### config.mk
export PLATFORM = sky130hd
export DESIGN_NAME = issue_scoreboard_flat
export DESIGN_NICKNAME = d
export VERILOG_FILES = /design/src/rtl/issue_scoreboard_if.sv /design/src/rtl/issue_scoreboard.sv /design/src/flat_wrapper.sv
export SDC_FILE = /design/constraint.sdc
export NUM_CORES = 1
export LEC_CHECK = 0
export CAP_MARGIN = 20
export CORE_MARGIN = 2
export CORE_UTILIZATION = 50
export CTS_CLUSTER_DIAMETER = 60
export CTS_CLUSTER_SIZE = 30
export DETAILED_ROUTE_END_ITERATION = 10
export HOLD_SLACK_MARGIN = 0.15
export PLACE_DENSITY = 0.79
export SLEW_MARGIN = 30
export SYNTH_ARGS = -nofsm -noshare
export SYNTH_HDL_FRONTEND = slang
export SYNTH_SLANG_ARGS = --single-unit
### constraint.sdc
create_clock -name clk -period 8.3 [get_ports clk]
set_input_delay 1.66 -clock clk [delete_from_list [all_inputs] [get_ports clk]]
set_output_delay 1.66 -clock clk [all_outputs]
set_load 0.01 [all_outputs]
### src/rtl/issue_scoreboard_if.sv
// Issue-control bundle between ID, write-back and the issue scoreboard.
// master = ID/write-back side driving requests, slave = the scoreboard.
interface issue_scoreboard_if #(
    parameter int NUM_REGS  = 32,
    parameter int NUM_PIPES = 4
);
    localparam int RW = $clog2(NUM_REGS);

    logic                 stall;
    logic                 flush;
    logic                 var_flush;
    logic                 id_valid;
    logic [NUM_PIPES-1:0] id_pipe;
    logic                 id_rd_write;
    logic [RW-1:0]        id_rd;
    logic                 id_use_rs1;
    logic [RW-1:0]        id_rs1;
    logic                 id_use_rs2;
    logic [RW-1:0]        id_rs2;
    logic                 wb_en;
    logic [RW-1:0]        wb_rd;
    logic                 var_wb_req;
    logic                 var_wb_grant;
    logic                 issue;
    logic                 conflict;
    logic                 var_busy;
    logic [NUM_REGS-1:0]  pending;

    modport master (
        output stall, flush, var_flush, id_valid, id_pipe, id_rd_write, id_rd,
               id_use_rs1, id_rs1, id_use_rs2, id_rs2, wb_en, wb_rd, var_wb_req,
        input  var_wb_grant, issue, conflict, var_busy, pending
    );

    modport slave (
        input  stall, flush, var_flush, id_valid, id_pipe, id_rd_write, id_rd,
               id_use_rs1, id_rs1, id_use_rs2, id_rs2, wb_en, wb_rd, var_wb_req,
        output var_wb_grant, issue, conflict, var_busy, pending
    );
endinterface

### src/rtl/issue_scoreboard.sv
// Issue scoreboard: tracks pending GPR writes, reserves write-back slots for
// the fixed-latency pipes and arbitrates write-back for the variable-latency
// pipe. Produces one combinational issue decision per cycle.
module issue_scoreboard #(
    parameter int                     NUM_REGS  = 32,
    parameter int                     NUM_PIPES = 4,
    parameter int                     MAX_LAT   = 8,
    parameter logic [4*NUM_PIPES-1:0] PIPE_LAT  = {4'd0, 4'd3, 4'd2, 4'd1},
    parameter int                     VAR_PIPE  = 3,
    parameter bit                     BYPASS_WB = 1'b1
) (
    input  logic               clk,
    input  logic               rst,
    issue_scoreboard_if.slave  bus
);
    localparam int RW   = $clog2(NUM_REGS);
    localparam int RV_W = MAX_LAT + 1;

    logic [NUM_REGS-1:0] pending;
    logic [NUM_REGS-1:0] pend_next;
    logic [RV_W-1:0]     resv;
    logic [RV_W-1:0]     resv_sh;
    logic [RV_W-1:0]     resv_set;
    logic                var_busy;
    logic [RW-1:0]       var_rd;

    logic [3:0]          lat;
    logic                is_var;
    logic                is_fixed;
    logic                wr;
    logic                raw1;
    logic                raw2;
    logic                waw;
    logic                slot;
    logic                vblk;
    logic                hazard;
    logic                grant;
    logic                issue_w;
    logic                do_resv;

    // Same-cycle write-back to r resolves a hazard on r when bypassing is on.
    function automatic logic fwd(input logic [RW-1:0] r, input logic en,
                                 input logic [RW-1:0] wr_r);
        return BYPASS_WB && en && (wr_r == r) && (r != '0);
    endfunction

    // Decode target pipe latency and hazard/conflict terms.
    always_comb begin
        lat = '0;
        for (int i = 0; i < NUM_PIPES; i++) begin
            if (bus.id_pipe[i]) lat = lat | PIPE_LAT[4*i +: 4];
        end
        is_var   = bus.id_pipe[VAR_PIPE];
        is_fixed = (|bus.id_pipe) && !is_var;
        wr       = bus.id_rd_write && (bus.id_rd != '0);
        resv_sh  = resv >> lat;
        resv_set = (RV_W'(1) << lat) >> 1;

        raw1 = bus.id_use_rs1 && pending[bus.id_rs1] && !fwd(bus.id_rs1, bus.wb_en, bus.wb_rd);
        raw2 = bus.id_use_rs2 && pending[bus.id_rs2] && !fwd(bus.id_rs2, bus.wb_en, bus.wb_rd);
        waw  = wr && pending[bus.id_rd] && !fwd(bus.id_rd, bus.wb_en, bus.wb_rd);
        slot = is_fixed && wr && resv_sh[0];

        // A held DIV request blocks fixed writers until its grant, so DIV
        // cannot be starved of the write-back port.
        grant = !rst && bus.var_wb_req && !resv[0];
        vblk  = (is_var && var_busy) || (is_fixed && wr && bus.var_wb_req && !grant);

        hazard  = !rst && bus.id_valid && (raw1 || raw2 || waw || slot || vblk);
        issue_w = !rst && bus.id_valid && !hazard && !bus.stall && !bus.flush;
        do_resv = issue_w && is_fixed && wr;
    end

    // Pending bitmap next state: clears first, an issuing set wins last.
    always_comb begin
        pend_next = pending;
        if (bus.wb_en && bus.wb_rd != '0) pend_next[bus.wb_rd] = 1'b0;
        if (bus.var_flush && var_busy && var_rd != '0) pend_next[var_rd] = 1'b0;
        if (issue_w && wr) pend_next[bus.id_rd] = 1'b1;
        pend_next[0] = 1'b0;
    end

    // Scoreboard state registers.
    always_ff @(posedge clk or posedge rst) begin
        if (rst) begin
            pending  <= '0;
            resv     <= '0;
            var_busy <= 1'b0;
            var_rd   <= '0;
        end else begin
            pending <= pend_next;
            resv    <= (resv >> 1) | (do_resv ? resv_set : '0);
            if (issue_w && is_var) begin
                var_busy <= 1'b1;
                var_rd   <= bus.id_rd;
            end else if (bus.var_flush || grant) begin
                var_busy <= 1'b0;
            end
        end
    end

`ifndef SYNTHESIS
    // Flag illegal (non one-hot) pipe selects on a presented instruction.
    always_ff @(posedge clk) begin
        if (!rst && bus.id_valid) begin
            assert ($onehot(bus.id_pipe))
            else $error("issue_scoreboard: id_pipe not one-hot: %b", bus.id_pipe);
        end
    end
`endif

    assign bus.issue        = issue_w;
    assign bus.conflict     = hazard;
    assign bus.var_wb_grant = grant;
    assign bus.var_busy     = var_busy;
    assign bus.pending      = pending;
endmodule

### src/flat_wrapper.sv
// flat-port wrapper written by rule: the top's interface ports become plain ports
module issue_scoreboard_flat 
#(
    parameter int                     NUM_REGS  = 32,
    parameter int                     NUM_PIPES = 4,
    parameter int                     MAX_LAT   = 8,
    parameter logic [4*NUM_PIPES-1:0] PIPE_LAT  = {4'd0, 4'd3, 4'd2, 4'd1},
    parameter int                     VAR_PIPE  = 3,
    parameter bit                     BYPASS_WB = 1'b1
)
  (clk, rst, bus_stall, bus_flush, bus_var_flush, bus_id_valid, bus_id_pipe, bus_id_rd_write, bus_id_rd, bus_id_use_rs1, bus_id_rs1, bus_id_use_rs2, bus_id_rs2, bus_wb_en, bus_wb_rd, bus_var_wb_req, bus_var_wb_grant, bus_issue, bus_conflict, bus_var_busy, bus_pending);
  issue_scoreboard_if #(.NUM_REGS(NUM_REGS), .NUM_PIPES(NUM_PIPES)) bus_i ();
  input  logic clk;
  input  logic rst;
  input wire logic [$bits(bus_i.stall)-1:0] bus_stall;
  input wire logic [$bits(bus_i.flush)-1:0] bus_flush;
  input wire logic [$bits(bus_i.var_flush)-1:0] bus_var_flush;
  input wire logic [$bits(bus_i.id_valid)-1:0] bus_id_valid;
  input wire logic [$bits(bus_i.id_pipe)-1:0] bus_id_pipe;
  input wire logic [$bits(bus_i.id_rd_write)-1:0] bus_id_rd_write;
  input wire logic [$bits(bus_i.id_rd)-1:0] bus_id_rd;
  input wire logic [$bits(bus_i.id_use_rs1)-1:0] bus_id_use_rs1;
  input wire logic [$bits(bus_i.id_rs1)-1:0] bus_id_rs1;
  input wire logic [$bits(bus_i.id_use_rs2)-1:0] bus_id_use_rs2;
  input wire logic [$bits(bus_i.id_rs2)-1:0] bus_id_rs2;
  input wire logic [$bits(bus_i.wb_en)-1:0] bus_wb_en;
  input wire logic [$bits(bus_i.wb_rd)-1:0] bus_wb_rd;
  input wire logic [$bits(bus_i.var_wb_req)-1:0] bus_var_wb_req;
  output wire logic [$bits(bus_i.var_wb_grant)-1:0] bus_var_wb_grant;
  output wire logic [$bits(bus_i.issue)-1:0] bus_issue;
  output wire logic [$bits(bus_i.conflict)-1:0] bus_conflict;
  output wire logic [$bits(bus_i.var_busy)-1:0] bus_var_busy;
  output wire logic [$bits(bus_i.pending)-1:0] bus_pending;
  assign bus_i.stall = bus_stall;
  assign bus_i.flush = bus_flush;
  assign bus_i.var_flush = bus_var_flush;
  assign bus_i.id_valid = bus_id_valid;
  assign bus_i.id_pipe = bus_id_pipe;
  assign bus_i.id_rd_write = bus_id_rd_write;
  assign bus_i.id_rd = bus_id_rd;
  assign bus_i.id_use_rs1 = bus_id_use_rs1;
  assign bus_i.id_rs1 = bus_id_rs1;
  assign bus_i.id_use_rs2 = bus_id_use_rs2;
  assign bus_i.id_rs2 = bus_id_rs2;
  assign bus_i.wb_en = bus_wb_en;
  assign bus_i.wb_rd = bus_wb_rd;
  assign bus_i.var_wb_req = bus_var_wb_req;
  assign bus_var_wb_grant = bus_i.var_wb_grant;
  assign bus_issue = bus_i.issue;
  assign bus_conflict = bus_i.conflict;
  assign bus_var_busy = bus_i.var_busy;
  assign bus_pending = bus_i.pending;
  issue_scoreboard #(.NUM_REGS(NUM_REGS), .NUM_PIPES(NUM_PIPES), .MAX_LAT(MAX_LAT), .PIPE_LAT(PIPE_LAT), .VAR_PIPE(VAR_PIPE), .BYPASS_WB(BYPASS_WB)) u_core (.clk(clk), .rst(rst), .bus(bus_i));
endmodule
==> impl_metrics.toml <==
[status]
status = "complete, no violations"

[timing]
period_share_pct = 81.1
slew_headroom_pct = 52.4
setup_ws_ns = 1.56
fmax_mhz = 148
min_period_ns = 6.74
finClkSkew_ns = 0.00488
drv_slew = 0
finalSetupViolCount = 0
worstMarginPinSlew_ns = 0.712
rsz0062_at_grt = "false"
hold_viol_final = 0
tns_ns = 0

[finish]
fillers = 521
layout.nets = 436
area_growth_pct = 22.0
final_cell_count_no_fill = 479
final_area_sq_um = 4070
drive_gt1_share_pct = 9.20
n_antenna_cell = 0

[cts]
numCtsBuffers = 5
ctsResizeCount = 0
cts_tree = "done"
clock_sinks = 40
post-cts-setup-buffers = 0
clock_path_buffers = 2
clock_latency_ns = 0.29
htreeDepth = 2
root_buffer = "clkbuf_8"
path_clk_slew_ns = 0.07
holdBufCountCts = 0

[synth]
netlist_area_sq_um = 3330
ys_warn_count = 0
ys_ff_latch = 40
synth_top_area_share_pct = 30.0
synth.top_cells.by_area = "dfrtp_1 (30%), o31ai_1 (7.2%), mux2i_1 (6.3%)"
synth_seq_area_share_pct = 30.0
synth_nets = 384
postSynthAreaPerCell_sq_um = 9.55
ys_types = 56
synth_edf_count = 0
synth_ff_type = "dfrtp_1"
synth.largest_area_cell = "dfrtp_1"
ys_top_cells_by_count = "dfrtp_1 (40), nand2_1 (38), o31ai_1 (32), mux2i_1 (21), nor2_1 (20)"
async_reset_ff_share_pct = 100
synth_cells = 349
yosysMostFrequentCell = "dfrtp_1"

[pwr]
leakage_nw = 1.53
cellPowerDensity_nw_per_um2 = 126
peakVddDrop_uv = 116
p_total_uw = 514

[floorplan]
start_util_pct = 52.2
fp.coreArea_sq_um = 6390
die_h_um = 85.7
num_rows = 29
die_w_um = 85.7
die-area_sq_um = 7340
ioPinCount = 71

[global_routing]
grt_start_max_net_pins = 41
grt_usage_pct = 31.4
antenna_found_initial = 0
grt_pass1_wl_um = 18000
gr-total-overflow = 0
grt_pass1_vias = 3414

[place]
hpwl_um = 8210
pre_cts_slack_ns = 1.46
placed_cells = 471
io_buffers = 69
gp_congestion = 1.04
place_area_sq_um = 3960

[hold_path]
min_path_type = "register to register"

[detailed_routing]
drt_iter0_markers = 436
routed_wl_um = 11200
firstDrtPassIters = 7
drtAntennaViolNets = 0
viasPerCell = 7.13
drc = 0
num_vias = 3414
wl_per_cell_um = 23.4

[worst_setup_path]
path_cells = "clkdlybuf4s50_1 > nor2_1 > nand2_1 > o21ai_0 > a211oi_1 > a22o_1 > or3_1 > buf_4 > nor2_1 > clkdlybuf4s50_1"
critPathTopFamily = "buffers and inverters"
required_ns = 6.64
start_kind = "input port"
cp.arrival_ns = 5.08
end_kind = "output pin"
timing_worst_setup_path_type = "input port to output pin"
worst_path_max_delay_cell = "clkdlybuf4s50_1"
crit_buf_inv = 3
critPathMaxStageDelay_ns = 0.71
cp_max_fo = 36

[job]
drv_cap = 0
[stage by stage]
stage	util, %	hold WS, ns
after floorplan	-	0.443
after global placement	62.1	0.468
after detailed placement	62.1	0.477
after CTS	63.8	0.495
after global routing	63.7	0.527
final	63.7	0.496
[state kept, by name, indices dropped and copies added (netlist names)]
register             count
u_core.bus.pending      31
u_core.var_rd            5
u_core.bus.var_busy      1
u_core.resv              3
[metal layers]
layer  global-route usage (%)  part of all wire [%]
met4                     14.9                   4.8
met2                     49.3                    46
met3                     7.51                   9.8
met5                        0                     0
met1                     41.2                    39
[area by class of cell]
class                   count  area, sq um  share of cell area, %
multi-input cells         278         2140                   52.7
inverters                   5         18.8                  0.462
well taps                  77         96.3                   2.37
clock buffers               6         72.6                   1.78
repair buffers             71          701                   17.2
flip-flops and latches     40         1000                   24.6
clock inverters             2         35.0                  0.862
[cells by family (layout without fill, tap and decap cells)]
logic type             after synthesis  count (layout)  synth area share, %
AO/OA/AOI/OAI                       93              93                 21.4
XOR/XNOR                            14              14                 3.68
buffers and inverters               31              84                 5.74
flip-flops                          40              40                 30.0
multiplexers                        43              43                 18.8
other                                1               1                0.112
AND/OR/NAND/NOR                    127             127                 20.3
[worst register-to-register path: stages, from the launching register on]
cell and delay (ns):
dfrtp_1 0.49, mux4_1 0.57, inv_1 0.14, a221oi_1 0.12, a211oi_2 0.27, o22ai_2 0.13, or3_1 0.32, buf_4 0.24
nor4b_1 0.38
[cells in the final DEF, fill, tap and decap left out, types with 3 or more instances in the layout]
cell type,n
o221ai_1,15
clkdlybuf4s50_1,68
mux4_1,5
nor3_1,7
o21ai_0,7
dfrtp_1,40
nand3_1,11
xor2_1,11
a31oi_1,4
nand2b_1,4
nand2_1,38
a22oi_1,16
nor3b_1,4
mux2i_1,21
clkbuf_8,5
or2_2,5
xnor2_1,3
mux4_2,8
or3_1,3
o31ai_1,32
nor2_1,20
nand4_1,7
nand3b_1,5
nor4_1,3
nor4b_1,3
nor2b_1,8
mux2_2,7
inv_1,5
[power by group]
part,switching [mW],internal [mW],leakage [nW]
combinational,0.0767,0.0584,0.925
sequential,0.0188,0.205,0.550
clock,0.0656,0.0892,0.0552
total,0.161,0.353,1.53
[worst paths after layout]
check | to | cells after the start | slack [ns] | start
setup / recovery | bus_issue | 10 | 1.56 | bus_id_rd[2]
hold / removal | u_core.resv[1] | 1 | 0.50 | u_core.resv[2]
setup reg to reg | u_core.resv[2] | 8 | 5.53 | u_core.bus.pending[5]
hold reg to reg | u_core.resv[1] | 1 | 0.50 | u_core.resv[2]
max in group asynchronous | u_core.bus.pending[29] | 3 | 6.09 | rst
min in group asynchronous | u_core.bus.pending[10] | 3 | 1.88 | rst
(Power assumes the default switching activity.)
